`src/rtl/spi_pkg.sv`:
```
// Shared types and constants for the SPI slave responder.
package spi_pkg;

   typedef enum logic [1:0] {IDLE, SHIFT, DONE} spi_slv_state_t;

   localparam logic [7:0] FILL_ONES  = 8'hFF;
   localparam logic [7:0] FILL_ZEROS = 8'h00;

   // Byte sent once the TX buffer is exhausted.
   function automatic logic [7:0] fill_byte(input logic ones);
      return ones ? FILL_ONES : FILL_ZEROS;
   endfunction

endpackage

```
`src/rtl/spi_sync.sv`:
```
// Multi-flop synchronizer for an asynchronous single-bit input.
// RST_VAL is the value the chain holds (and presents) out of reset.
module spi_sync #(
   parameter int   SYNC    = 2,
   parameter logic RST_VAL = 1'b0
) (
   input  logic clk,
   input  logic rst,
   input  logic d,
   output logic q
);

   logic [SYNC-1:0] chain;

   // Shift the raw input through SYNC flops.
   always_ff @(posedge clk or posedge rst) begin
      if (rst) chain <= {SYNC{RST_VAL}};
      else     chain <= {chain[SYNC-2:0], d};
   end

   assign q = chain[SYNC-1];

endmodule

```
`src/rtl/spi_slave_responder.sv`:
```
// SPI mode-0 slave: shifts a preloaded TX buffer out on MISO (then a fill
// byte), captures MOSI bytes into an RX buffer readable by the host, and
// reports how many whole bytes arrived in the last transfer.
module spi_slave_responder
   import spi_pkg::*;
#(
   parameter int N    = 5,
   parameter int SYNC = 2
) (
   input  logic         clk,
   input  logic         rst,
   input  logic         spi_sclk,
   input  logic         spi_cs_n,
   input  logic         spi_mosi,
   output logic         spi_miso,
   output logic         spi_miso_oe,
   input  logic         tx_we,
   input  logic [N-1:0] tx_addr,
   input  logic [7:0]   tx_wdata,
   input  logic [N:0]   tx_len,
   input  logic         fill_ones,
   input  logic [N-1:0] rx_addr,
   output logic [7:0]   rx_rdata,
   output logic [N:0]   rx_count,
   output logic         busy,
   output logic         xfer_done,
   output logic         rx_overflow
);

   localparam int DEPTH = 2**N;

   spi_slv_state_t state_q, state_d;

   logic [7:0]   tx_buf [DEPTH];
   logic [7:0]   rx_buf [DEPTH];

   logic         sclk_s, cs_n_s, mosi_s, sync_ok;
   logic         sclk_q, cs_n_q, armed;
   logic         sclk_rise, sclk_fall, cs_fall, cs_rise;
   logic         shift_rise, shift_fall, byte_end, rx_we;

   logic [N:0]   len_q, tx_ptr, ptr_inc;
   logic [7:0]   fill_q, next_byte, tx_sr;
   logic [6:0]   rx_sr;      // first seven bits of the byte; the eighth is mosi_s itself
   logic [2:0]   bit_cnt;

   spi_sync #(.SYNC(SYNC), .RST_VAL(1'b0)) u_sync_sclk (.clk(clk), .rst(rst), .d(spi_sclk), .q(sclk_s));
   spi_sync #(.SYNC(SYNC), .RST_VAL(1'b1)) u_sync_cs   (.clk(clk), .rst(rst), .d(spi_cs_n), .q(cs_n_s));
   spi_sync #(.SYNC(SYNC), .RST_VAL(1'b0)) u_sync_mosi (.clk(clk), .rst(rst), .d(spi_mosi), .q(mosi_s));
   // Goes high once the chains hold real samples rather than their reset values.
   spi_sync #(.SYNC(SYNC), .RST_VAL(1'b0)) u_sync_ok   (.clk(clk), .rst(rst), .d(1'b1),     .q(sync_ok));

   // Edge-detect registers; armed blocks a transfer already in flight at reset
   // until cs_n has genuinely been observed high.
   always_ff @(posedge clk or posedge rst) begin
      if (rst) begin
         sclk_q <= 1'b0;
         cs_n_q <= 1'b1;
         armed  <= 1'b0;
      end else begin
         sclk_q <= sclk_s;
         cs_n_q <= cs_n_s;
         if (sync_ok && cs_n_s) armed <= 1'b1;
      end
   end

   assign sclk_rise  = sclk_s & ~sclk_q;
   assign sclk_fall  = ~sclk_s & sclk_q;
   assign cs_fall    = armed & cs_n_q & ~cs_n_s;
   assign cs_rise    = cs_n_s & ~cs_n_q;

   // Deselect takes priority over any sclk edge in the same cycle.
   assign shift_rise = (state_q == SHIFT) && !cs_rise && sclk_rise;
   assign shift_fall = (state_q == SHIFT) && !cs_rise && sclk_fall;
   assign byte_end   = shift_rise && (bit_cnt == 3'd7);
   assign rx_we      = byte_end && !rx_count[N];   // rx_count < DEPTH

   // Next TX byte at a byte boundary; tx_ptr saturates at len_q so fill repeats.
   always_comb begin
      ptr_inc   = (tx_ptr < len_q) ? tx_ptr + (N+1)'(1) : tx_ptr;
      next_byte = (ptr_inc < len_q) ? tx_buf[ptr_inc[N-1:0]] : fill_q;
   end

   // FSM state register.
   always_ff @(posedge clk or posedge rst) begin
      if (rst) state_q <= IDLE;
      else     state_q <= state_d;
   end

   // FSM next-state logic.
   always_comb begin
      state_d = state_q;
      case (state_q)
         IDLE:    if (cs_fall) state_d = SHIFT;
         SHIFT:   if (cs_rise) state_d = DONE;
         DONE:    state_d = IDLE;
         default: state_d = IDLE;
      endcase
   end

   assign busy        = (state_q != IDLE);
   assign spi_miso_oe = busy;
   assign spi_miso    = busy & tx_sr[7];
   assign xfer_done   = (state_q == DONE);

   // Transfer datapath: setup on select, sample on sclk rise, shift on sclk fall.
   always_ff @(posedge clk or posedge rst) begin
      if (rst) begin
         len_q       <= '0;
         fill_q      <= FILL_ZEROS;
         tx_ptr      <= '0;
         tx_sr       <= '0;
         rx_sr       <= '0;
         bit_cnt     <= '0;
         rx_count    <= '0;
         rx_overflow <= 1'b0;
      end else begin
         if (state_q == IDLE && cs_fall) begin
            len_q       <= tx_len;
            fill_q      <= fill_byte(fill_ones);
            tx_ptr      <= '0;
            bit_cnt     <= '0;
            rx_count    <= '0;
            rx_overflow <= 1'b0;
            tx_sr       <= (tx_len == '0) ? fill_byte(fill_ones) : tx_buf[0];
         end
         if (shift_rise) begin
            rx_sr   <= {rx_sr[5:0], mosi_s};
            bit_cnt <= bit_cnt + 3'd1;
            if (byte_end) begin
               if (rx_we) rx_count    <= rx_count + (N+1)'(1);
               else       rx_overflow <= 1'b1;
            end
         end
         if (shift_fall) begin
            if (bit_cnt != 3'd0) begin
               tx_sr <= {tx_sr[6:0], 1'b0};
            end else begin
               tx_ptr <= ptr_inc;
               tx_sr  <= next_byte;
            end
         end
      end
   end

   // Host write port of the TX buffer.
   always_ff @(posedge clk) begin
      if (tx_we) tx_buf[tx_addr] <= tx_wdata;
   end

   // SPI write port of the RX buffer; a partial byte never reaches here.
   always_ff @(posedge clk) begin
      if (rx_we) rx_buf[rx_count[N-1:0]] <= {rx_sr, mosi_s};
   end

   // Host read port of the RX buffer, one cycle latency.
   always_ff @(posedge clk or posedge rst) begin
      if (rst) rx_rdata <= '0;
      else     rx_rdata <= rx_buf[rx_addr];
   end

endmodule

```
`config.mk`:
```
export PLATFORM = sky130hd
export DESIGN_NAME = spi_slave_responder
export DESIGN_NICKNAME = d
export VERILOG_FILES = /design/src/rtl/spi_pkg.sv /design/src/rtl/spi_sync.sv /design/src/rtl/spi_slave_responder.sv
export SDC_FILE = /design/constraint.sdc
export NUM_CORES = 1
export LEC_CHECK = 0
export CAP_MARGIN = 20
export CORE_MARGIN = 2
export CORE_UTILIZATION = 45
export DETAILED_ROUTE_END_ITERATION = 8
export MAX_ROUTING_LAYER = met4
export SYNTH_ARGS = -nofsm -noshare
export SYNTH_HDL_FRONTEND = slang
export SYNTH_SLANG_ARGS = --single-unit
```
`constraint.sdc`:
```
create_clock -name clk -period 5.1 [get_ports clk]
set_clock_uncertainty 0.1 [all_clocks]
set_input_delay 0.51 -clock clk [delete_from_list [all_inputs] [get_ports clk]]
set_output_delay 0.51 -clock clk [all_outputs]
set_load 0.01 [all_outputs]
```
==> impl_metrics.py, run 1 <==
metrics = {
    "outcome": {
        "status": "completed",
    },
    "timing": {
        "final.setup.tns_ns": 0,
        "fmax_ghz": 0.227,
        "fin_crit_sh_pct": 86.3,
        "hold_viol": 0,
        "fin_crit_ns": 4.40,
        "finalMaxSlewViolations": 0,
        "setup_viol": 0,
        "tightest_slew_ns": 1.16,
        "rsz0062_at_grt": "no",
        "max-slew-margin-rel_pct": 22.2,
    },
    "place": {
        "finalWeightedCongestion": 0.841,
        "dp_hpwl_mm": 34.6,
        "placed_area_um2": 24900,
        "place_inst": 2126,
        "port_buffers": 49,
    },
    "clock_tree": {
        "numCtsBuffers": 57,
        "cts_setup_buffers": 0,
        "path_clk_slew_ns": 0.06,
        "clk_path_buf_depth": 3,
        "cts_tree": "done",
        "hold_buffers": 0,
        "clockRootBuffer": "clkbuf_16",
        "cts.sinks": 571,
        "htreeDepth": 2,
        "ctsResizeCount": 0,
        "worstSkewPairLatency_ns": 0.62,
    },
    "layout": {
        "fillCellCount": 4172,
        "seq_area_um2": 16900,
        "stdcell_count": 2243,
        "fin_util_pct": 52.2,
        "finalInstanceArea_um2": 26900,
        "layout-drive-gt1-share_pct": 16.4,
        "antenna_cells": 0,
        "multiInputGateArea_um2": 6310,
        "nNetsFinal": 1563,
        "area_growth_pct": 14.1,
    },
    "floorplanning": {
        "die_area_um2": 54300,
        "core_um2": 51600,
        "die_y_um": 233,
        "initial_core_util_pct": 45.7,
        "rows": 83,
        "die_w_um": 233,
        "io_pins": 50,
    },
    "logic_synthesis": {
        "ys_seq_area_share_pct": 71.4,
        "yosysMostFrequentCell": "edfxtp_1",
        "synth_area_per_cell_um2": 16.3,
        "yosysUniqueCellTypes": 74,
        "synthArstFlopShare_pct": 10.3,
        "synth_edf_count": 512,
        "ys.warnings.count": 0,
        "synthTopCellsByCount": "edfxtp_1 (512), nand2_1 (160), nor2_1 (108)",
        "synth_seq_cells": 571,
        "syn_inst": 1445,
        "synth_top_area_cell": "edfxtp_1",
        "syn-num-nets": 1494,
        "synth_area_leaders": "edfxtp_1 (65%), mux4_2 (9.2%), dfrtp_1 (5.9%)",
        "mappedNetlistArea_um2": 23600,
        "synth.top_cell.area_share_pct": 65.1,
        "ys.flop_type": "edfxtp_1",
    },
    "global_routing": {
        "grt_pass1_wl_mm": 81.9,
        "grt.busiest_layer": "met2",
        "grt_util_all_layers_pct": 20.9,
        "grt_max_degree": 65,
        "grt_overflow_total": 0,
        "antenna_found_initial": 0,
        "gr-usage-met3_pct": 2.87,
        "grt_use_met1_pct": 26.6,
        "use_met2_pct": 35.2,
        "grt_pass1_vias": 13000,
    },
    "setup_path": {
        "rr_worst_depth": 13,
        "crit_type": "reg -> reg",
        "crit_path_end_kind": "flop",
        "cp-start-kind": "flop",
        "worstPathRequired_ns": 5.52,
        "cp.arrival_ns": 4.82,
        "cp_max_fo": 42,
    },
    "detailed_routing": {
        "drt-initial-drc-count": 1048,
        "wl_mm": 54.1,
        "viasPerCell": 5.81,
        "wire_per_inst_um": 24.1,
        "firstDrtPassIters": 5,
        "ant_nets": 0,
        "drc": 0,
        "via_count": 13000,
    },
    "power": {
        "power_mw": 12.2,
        "leakagePower_nw": 8.91,
        "pwr_density_cell_nw_per_um2": 452,
        "vdd_drop_max_mv": 0.312,
    },
    "job": {
        "cap_violations": 0,
    },
    "min_path": {
        "hp-class": "in -> reg",
        "min_delay_path_depth": 1,
    },
}
through the flow:
stage / hold WS (ns) / worst slack [ns]
2_1_floorplan: 0.231 / 1.10
3_3_place_gp: 0.236 / 0.791
3_5_place_dp: 0.240 / 0.736
4_1_cts: 0.183 / 0.718
5_1_grt: 0.192 / 0.487
6_report: 0.206 / 0.700
area by class of cell:
| cell class | instances | share of cell area, % |
|---|---|---|
| inverter | 20 | 0.307 |
| sequential | 571 | 62.6 |
| tap | 680 | 3.16 |
| multi-input combinational | 774 | 23.4 |
| clock inverter | 29 | 0.976 |
| clock buffer | 79 | 5.83 |
| timing repair buffer | 90 | 3.69 |
logic make-up (layout without fill, tap and decap cells):
group,count (synthesis),in the layout,share of synthesized area (%)
compound gates,185,185,5.62
flops,571,571,71.4
fa+ha+maj,18,18,0.954
xor+xnor,9,9,0.334
simple gates,394,394,7.47
buf+inv,100,218,1.99
mux,167,167,12.2
other cells,1,1,0.0159
worst max-delay path, stage by stage (launching register included):
cell	delay [ns]
dfrtp_1	0.47
ha_1	0.33
and2_4	0.17
and3_1	0.29
a2111o_1	0.58
and2_1	0.28
inv_8	0.27
ha_1	0.30
o2111ai_1	0.18
a31oi_1	0.06
o22a_1	0.38
nand2b_1	0.26
a2111o_1	0.39
o31ai_1	0.21
flip-flops by register name, summed over array words and instances, names as in the netlist, 3 cells and up:
signal / flops
tx_buf: 256
tx_sr: 8
rx_sr: 7
bit_cnt: 3
rx_count: 6
tx_ptr: 6
rx_rdata: 8
rx_buf: 256
len_q: 6
final timing paths:
path / start / endpoint / slack [ns]
worst min register to register: u_sync_sclk.chain[0] / u_sync_sclk.chain[1] / 0.25
max in group asynchronous: rst / tx_sr[5] / 3.76
worst min-delay path: spi_cs_n / u_sync_cs.chain[0] / 0.21
worst max register to register: tx_ptr[4] / tx_sr[3] / 0.70
worst max-delay path: tx_ptr[4] / tx_sr[3] / 0.70
min in group asynchronous: rst / state_q[1] / 0.29
report_power, final:
group          leakage [nW]  internal [mW]  total, mW  switching, mW
Clock                 0.901           2.35       4.09           1.74
Combinational          2.59           1.02       2.58           1.56
Sequential             5.42           5.36       5.50          0.132
Total                  8.91           8.74       12.2           3.43
layer usage:
layer	part of all wire (%)	routed length, um
met1	41	22200
met2	51	27700
met3	5.5	2980
met4	2.4	1290
met5	0	0
placed cells by master, fill, tap and decap left out, drive strengths merged, types with 8 or more instances in the layout:
cell	n
nand2b	8
nor2	109
nand3	41
buf	43
o22ai	14
clkdlybuf4s50	47
o221ai	9
nand2	160
clkinv	21
ha	18
mux2	8
a2111oi	9
a221oi	8
a21oi	35
mux4	96
clkbuf	79
edfxtp	512
inv	23
dfrtp	56
a211oi	15
nor3	17
o21ai	22
a31oi	15
mux2i	63
Power figures use the tool's default switching activity.
==> run 2, diff against run 1 <==
==> constraint.sdc (replaced) <==
create_clock -name clk -period 5.1 [get_ports clk]
set_clock_uncertainty 0.1 [all_clocks]
set_input_delay 1.53 -clock clk [delete_from_list [all_inputs] [get_ports clk]]
set_output_delay 1.53 -clock clk [all_outputs]
set_load 0.01 [all_outputs]
==> run 2 against run 1 <==
Cell area rose by 0.34%. Final cell count rose by 0.45%. Combinational power barely moved. Sequential share of layout area fell by 0.21 points. Flip-flop and latch count did not move. Via count rose by 0.38%. Routed wire length rose by 0.19%. First-iteration DRC count rose by 12%. Register-to-register slack barely moved. Clock power rose by 2%.
==> impl_metrics.py, run 2 (same netlist as run 1, synthesis figures left out) <==
metrics = {
    "outcome": {
        "status": "completed",
    },
    "job": {
        "cap_violations": 0,
    },
    "clock_tree": {
        "numCtsBuffers": 58,
        "clockRootBuffer": "clkbuf_16",
        "cts.sinks": 571,
        "clk_path_buf_depth": 3,
        "ctsResizeCount": 0,
        "cts_tree": "done",
        "cts_setup_buffers": 0,
        "path_clk_slew_ns": 0.06,
        "hold_buffers": 0,
        "htreeDepth": 2,
        "worstSkewPairLatency_ns": 0.62,
    },
    "floorplanning": {
        "die_y_um": 233,
        "rows": 83,
        "io_pins": 50,
        "core_um2": 51600,
        "die_w_um": 233,
        "initial_core_util_pct": 45.7,
        "die_area_um2": 54300,
    },
    "global_routing": {
        "grt_pass1_wl_mm": 83.3,
        "grt_pass1_vias": 13100,
        "grt_util_all_layers_pct": 21.2,
        "grt_overflow_total": 0,
        "grt_max_degree": 60,
        "antenna_found_initial": 0,
    },
    "detailed_routing": {
        "ant_nets": 0,
        "wl_mm": 54.2,
        "highest_layer": "met4",
        "wire_per_inst_um": 24.1,
        "dr_wl_met2_mm": 27.1,
        "m1WireLength_mm": 23.0,
        "viasPerCell": 5.81,
        "dr_wl_met3_mm": 2.77,
        "firstDrtPassIters": 5,
        "via_count": 13100,
        "drc": 0,
        "drt-initial-drc-count": 1169,
    },
    "min_path": {
        "min_delay_path_depth": 0,
        "hp-class": "reg -> reg",
    },
    "place": {
        "dp_hpwl_mm": 34.7,
        "finalWeightedCongestion": 0.902,
        "port_buffers": 49,
        "place_inst": 2139,
    },
    "timing": {
        "fin_crit_ns": 4.40,
        "finalMaxSlewViolations": 0,
        "tightest_slew_ns": 1.08,
        "fin_crit_sh_pct": 86.2,
        "fmax_ghz": 0.227,
        "max-slew-margin-rel_pct": 27.6,
        "final.setup.tns_ns": 0,
        "rsz0062_at_grt": "no",
        "setup_viol": 0,
        "hold_viol": 0,
    },
    "setup_path": {
        "cp.arrival_ns": 4.82,
        "r2r_setup_slack_ns": 0.70,
        "crit_start": "tx_ptr[4]",
        "r2r_start": "tx_ptr[4]",
        "r2r_end": "tx_sr[3]",
        "cp-start-kind": "flop",
        "crit_path_end_kind": "flop",
        "worstSetupEndpoint": "tx_sr[3]",
        "cp_max_fo": 42,
        "crit_type": "reg -> reg",
        "rr_worst_depth": 13,
        "worstPathRequired_ns": 5.52,
    },
    "layout": {
        "stdcell_count": 2253,
        "final_common_cell": "edfxtp_1",
        "area_growth_pct": 14.5,
        "layout-drive-gt1-share_pct": 17.3,
        "final_cell_mix": "edfxtp_1 (512), nand2_1 (160), nor2_1 (108)",
        "antenna_cells": 0,
        "nNetsFinal": 1576,
    },
    "power": {
        "pwr_density_cell_nw_per_um2": 454,
        "leakagePower_nw": 8.98,
        "vdd_drop_max_mv": 0.309,
    },
}
==> run 2: cell types whose count changed in the layout (fill, tap and decap cells not counted), sizes merged <==
cell      delta
buf         +12
clkinvlp     +1
inv          -1
clkbuf       -4
clkinv       +2
==> run 2: through the flow <==
| stage | utilization (%) | power, mW | hold WS (ns) | instance area (um^2) | worst slack (ns) |
|---|---|---|---|---|---|
| 2_1_floorplan | - | 7.38 | 0.231 | 23600 | 1.10 |
| 3_3_place_gp | 48.3 | 8.06 | 0.234 | 24900 | 0.808 |
| 5_1_grt | 52.3 | 12.8 | 0.259 | 27000 | 0.437 |
| 3_5_place_dp | 48.4 | 8.11 | 0.247 | 25000 | 0.744 |
| 4_1_cts | 52.0 | 12.3 | 0.257 | 26900 | 0.710 |
| 6_report | 52.3 | 12.3 | 0.256 | 27000 | 0.702 |
==> run 2: per-layer routing <==
metal / track usage (%) / up-vias
met5: - / -
met4: 6.23 / 0
met3: 3.08 / 83
met2: 34.8 / 406
met1: 27.7 / 6731
li1: - / 5863
==> run 2: area by class of cell <==
class,count,area (um^2)
fill,4201,24600
sequential,571,16900
multi-input combinational,774,6310
clock buffer,75,1610
timing repair buffer,102,1040
tap,680,851
clock inverter,31,267
inverter,20,82.6
==> run 2: worst max-delay path, cell delays in order, from the launching register on <==
cell       delay [ns]
dfrtp_1          0.47
ha_1             0.32
and2_4           0.16
and3_1           0.28
a2111o_1         0.58
and2_1           0.28
inv_8            0.28
ha_1             0.30
o2111ai_1        0.17
a31oi_1          0.07
o22a_1           0.41
nand2b_1         0.27
a2111o_1         0.39
o31ai_1          0.21
==> run 2: power breakdown <==
| part | internal (mW) | switching (mW) |
|---|---|---|
| clock network | 2.41 | 1.75 |
| logic | 1.02 | 1.57 |
| registers | 5.36 | 0.141 |
==> run 2: worst min-delay path by stage <==
stage / from / to
after floorplan: u_sync_mosi.chain[0] / u_sync_mosi.chain[1]
after global placement: u_sync_mosi.chain[0] / u_sync_mosi.chain[1]
after detailed placement: u_sync_mosi.chain[0] / u_sync_mosi.chain[1]
after CTS: u_sync_cs.chain[0] / u_sync_cs.chain[1]
after global routing: u_sync_sclk.chain[0] / u_sync_sclk.chain[1]
final: u_sync_ok.chain[0] / u_sync_ok.chain[1]
==> run 3, diff against run 2 <==
--- a/config.mk
+++ b/config.mk
@@ -12,4 +12,5 @@
 export MAX_ROUTING_LAYER = met4
 export SYNTH_ARGS = -nofsm -noshare
 export SYNTH_HDL_FRONTEND = slang
+export SYNTH_HIERARCHICAL = 1
 export SYNTH_SLANG_ARGS = --single-unit
==> run 3 against run 2 <==
Hold slack worse by 0.0071 ns. Sequential share of layout area up 0.34 points. Die area down 0.51%. Via count up 1.8%. Total power down 0.12%. Flip-flop and latch count unchanged. Sequential power about the same. Critical endpoint is now tx_sr[4].
==> impl_metrics.py, run 3 <==
metrics = {
    "timing": {
        "tightest_slew_ns": 0.959,
        "fin_crit_ns": 4.63,
        "fin_crit_sh_pct": 90.7,
        "final.setup.tns_ns": 0,
        "setup_viol": 0,
        "fin_ws_ns": 0.473,
        "finalMaxSlewViolations": 0,
        "hold_viol": 0,
        "fmax_ghz": 0.216,
        "max-slew-margin-rel_pct": 35.8,
        "rsz0062_at_grt": "no",
    },
    "setup_path": {
        "worstPathRequired_ns": 5.48,
        "cp_slowest_stage_delay_ns": 0.52,
        "r2r_setup_slack_ns": 0.47,
        "path_buf_inv": 0,
        "crit_path_end_kind": "flop",
        "rr_worst_depth": 16,
        "crit_chain": "ha_1 > a21o_1 > a31oi_4 > a21boi_4 > nand4_1 > xnor2_1 > ha_1 > nand2_1 > a21o_1 > nand3_1 > o31a_1 > a21boi_2 > nor2b_1 > a21boi_0 > nor4_1 > o2bb2ai_1",
        "crit_path_top_delay_cell": "xnor2_1",
        "r2r_start": "tx_ptr[5]",
        "r2r_end": "tx_sr[4]",
        "cp_max_fo": 8,
        "crit_type": "reg -> reg",
        "cp.arrival_ns": 5.00,
        "cp-start-kind": "flop",
        "cp_top_family": "compound AO/OA/AOI/OAI gates",
    },
    "global_routing": {
        "grt_max_degree": 66,
        "grt_overflow_total": 0,
        "antenna_found_initial": 0,
        "grt_pass1_vias": 13300,
        "grt_pass1_wl_mm": 84.3,
        "grt_util_all_layers_pct": 21.6,
    },
    "floorplanning": {
        "die_area_um2": 54000,
        "core_um2": 51400,
        "die_y_um": 232,
        "io_pins": 50,
        "die_w_um": 232,
        "initial_core_util_pct": 45.7,
        "rows": 83,
    },
    "power": {
        "leakagePower_nw": 8.93,
        "power.share.combinational_pct": 21.6,
        "p_sw_share_pct": 29.5,
        "vdd_drop_max_mv": 0.314,
        "switching_power_mw": 3.61,
        "seq_power_share_pct": 44.9,
        "intPower_mw": 8.63,
        "clock_power_share_pct": 33.5,
        "pwr_density_cell_nw_per_um2": 456,
    },
    "logic_synthesis": {
        "synth_edf_count": 512,
        "synth_mux_area_share_pct": 9.96,
        "synthArstFlopShare_pct": 10.3,
        "synth_top_family_by_area": "multiplexers",
        "synthTopCellsByCount": "edfxtp_1 (512), nand2_1 (210), nand3_1 (99)",
        "yosysUniqueCellTypes": 77,
        "yosysMostFrequentCell": "edfxtp_1",
        "mappedNetlistArea_um2": 23500,
        "ys.warnings.count": 6,
        "synth.top_cell.area_share_pct": 65.5,
        "syn_inst": 1506,
        "syn-num-nets": 1555,
        "synth_area_leaders": "edfxtp_1 (65%), mux4_2 (7.9%), dfrtp_1 (6.0%)",
        "ys_seq_area_share_pct": 71.8,
        "synth_compound_area_share_pct": 5.80,
        "synth_top_area_cell": "edfxtp_1",
        "synthAdderAreaFrac_pct": 0.959,
        "synth_area_per_cell_um2": 15.6,
        "synth_xor_area_share_pct": 0.341,
        "ys.flop_type": "edfxtp_1",
        "synth_seq_cells": 571,
        "yosys.area_share.simple_pct": 9.25,
    },
    "layout": {
        "fin_util_pct": 52.3,
        "antenna_cells": 0,
        "finalInstanceArea_um2": 26900,
        "seq_area_um2": 16900,
        "nNetsFinal": 1630,
        "fillCellCount": 4172,
        "final_cell_mix": "edfxtp_1 (512), nand2_1 (210), nand3_1 (99)",
        "final_common_cell": "edfxtp_1",
        "multiInputGateArea_um2": 6200,
        "area_growth_pct": 14.4,
        "stdcell_count": 2308,
        "layout-drive-gt1-share_pct": 15.2,
    },
    "detailed_routing": {
        "highest_layer": "met4",
        "firstDrtPassIters": 5,
        "ant_nets": 0,
        "dr_wl_met2_mm": 27.3,
        "dr_wl_met3_mm": 3.53,
        "wl_mm": 55.6,
        "m1WireLength_mm": 23.3,
        "via_count": 13300,
        "viasPerCell": 5.77,
        "drc": 0,
        "drt-initial-drc-count": 1197,
        "wire_per_inst_um": 24.1,
    },
    "clock_tree": {
        "cts_setup_buffers": 0,
        "hold_buffers": 0,
        "cts_tree": "done",
        "clockRootBuffer": "clkbuf_16",
        "path_clk_slew_ns": 0.06,
        "clk_path_buf_depth": 3,
        "worstSkewPairLatency_ns": 0.62,
        "numCtsBuffers": 56,
        "ctsResizeCount": 0,
        "htreeDepth": 2,
        "cts.sinks": 571,
    },
    "place": {
        "port_buffers": 49,
        "finalWeightedCongestion": 0.875,
        "dp_hpwl_mm": 35.7,
        "placed_area_um2": 24800,
        "place_inst": 2193,
        "dp_slack_ns": 0.519,
    },
    "job": {
        "cap_violations": 0,
    },
    "min_path": {
        "min_delay_path_depth": 0,
        "hp-start": "u_sync_mosi/chain[0]",
        "holdPathEnd": "u_sync_mosi/chain[1]",
        "hp-class": "reg -> reg",
    },
    "outcome": {
        "status": "completed",
    },
}
==> run 3: worst max-delay path by stage <==
stage / startpoint / end / slack [ns] / cells past startpoint
after global routing: tx_ptr[5] / tx_sr[1] / 0.10 / 16
after global placement: tx_ptr[5] / tx_sr[2] / 0.70 / 16
final: tx_ptr[5] / tx_sr[4] / 0.47 / 16
after detailed placement: tx_ptr[5] / tx_sr[4] / 0.52 / 16
after CTS: tx_ptr[5] / tx_sr[4] / 0.48 / 16
after floorplan: tx_ptr[5] / tx_sr[1] / 1.10 / 18
==> run 3: logic make-up (layout without fill, tap and decap cells) <==
kind of cell             count (synthesis)  count (layout)
XOR/XNOR                                 7               7
buffers and inverters                  103             225
AO/OA/AOI/OAI                          195             195
AND/OR/NAND/NOR                        481             481
other                                    1               1
adder cells (fa/ha/maj)                 18              18
flip-flops                             571             571
multiplexers                           130             130
==> run 3: area by class of cell <==
cell class                      count  share of cell area [%]
Tap cell                          680                    3.17
Timing Repair Buffer               99                    4.00
Clock inverter                     17                   0.815
Multi-Input combinational cell    832                    23.1
Clock buffer                       88                    5.93
Inverter                           21                   0.303
Sequential cell                   571                    62.7
==> run 3: power by group through the flow <==
stage	sequential (mW)	combinational, mW	clock, mW
2_1_floorplan	5.60	1.63	0
3_3_place_gp	5.71	2.40	0
3_5_place_dp	5.73	2.40	0
4_1_cts	5.63	2.41	4.17
5_1_grt	5.51	2.87	4.36
6_report	5.50	2.64	4.11
==> run 3: per-stage QoR <==
step                      power (mW)  hold WS, ns
after floorplan                 7.23        0.231
final                           12.2        0.249
after global placement          8.11        0.234
after CTS                       12.2        0.252
after global routing            12.7        0.258
after detailed placement        8.13        0.238
==> run 3: layer usage <==
metal  GRT usage [%]  vias up
li1                -     6008
met1            28.8     6740
met2            34.4      462
met3            3.74      110
met4            6.29        0
met5               -        -
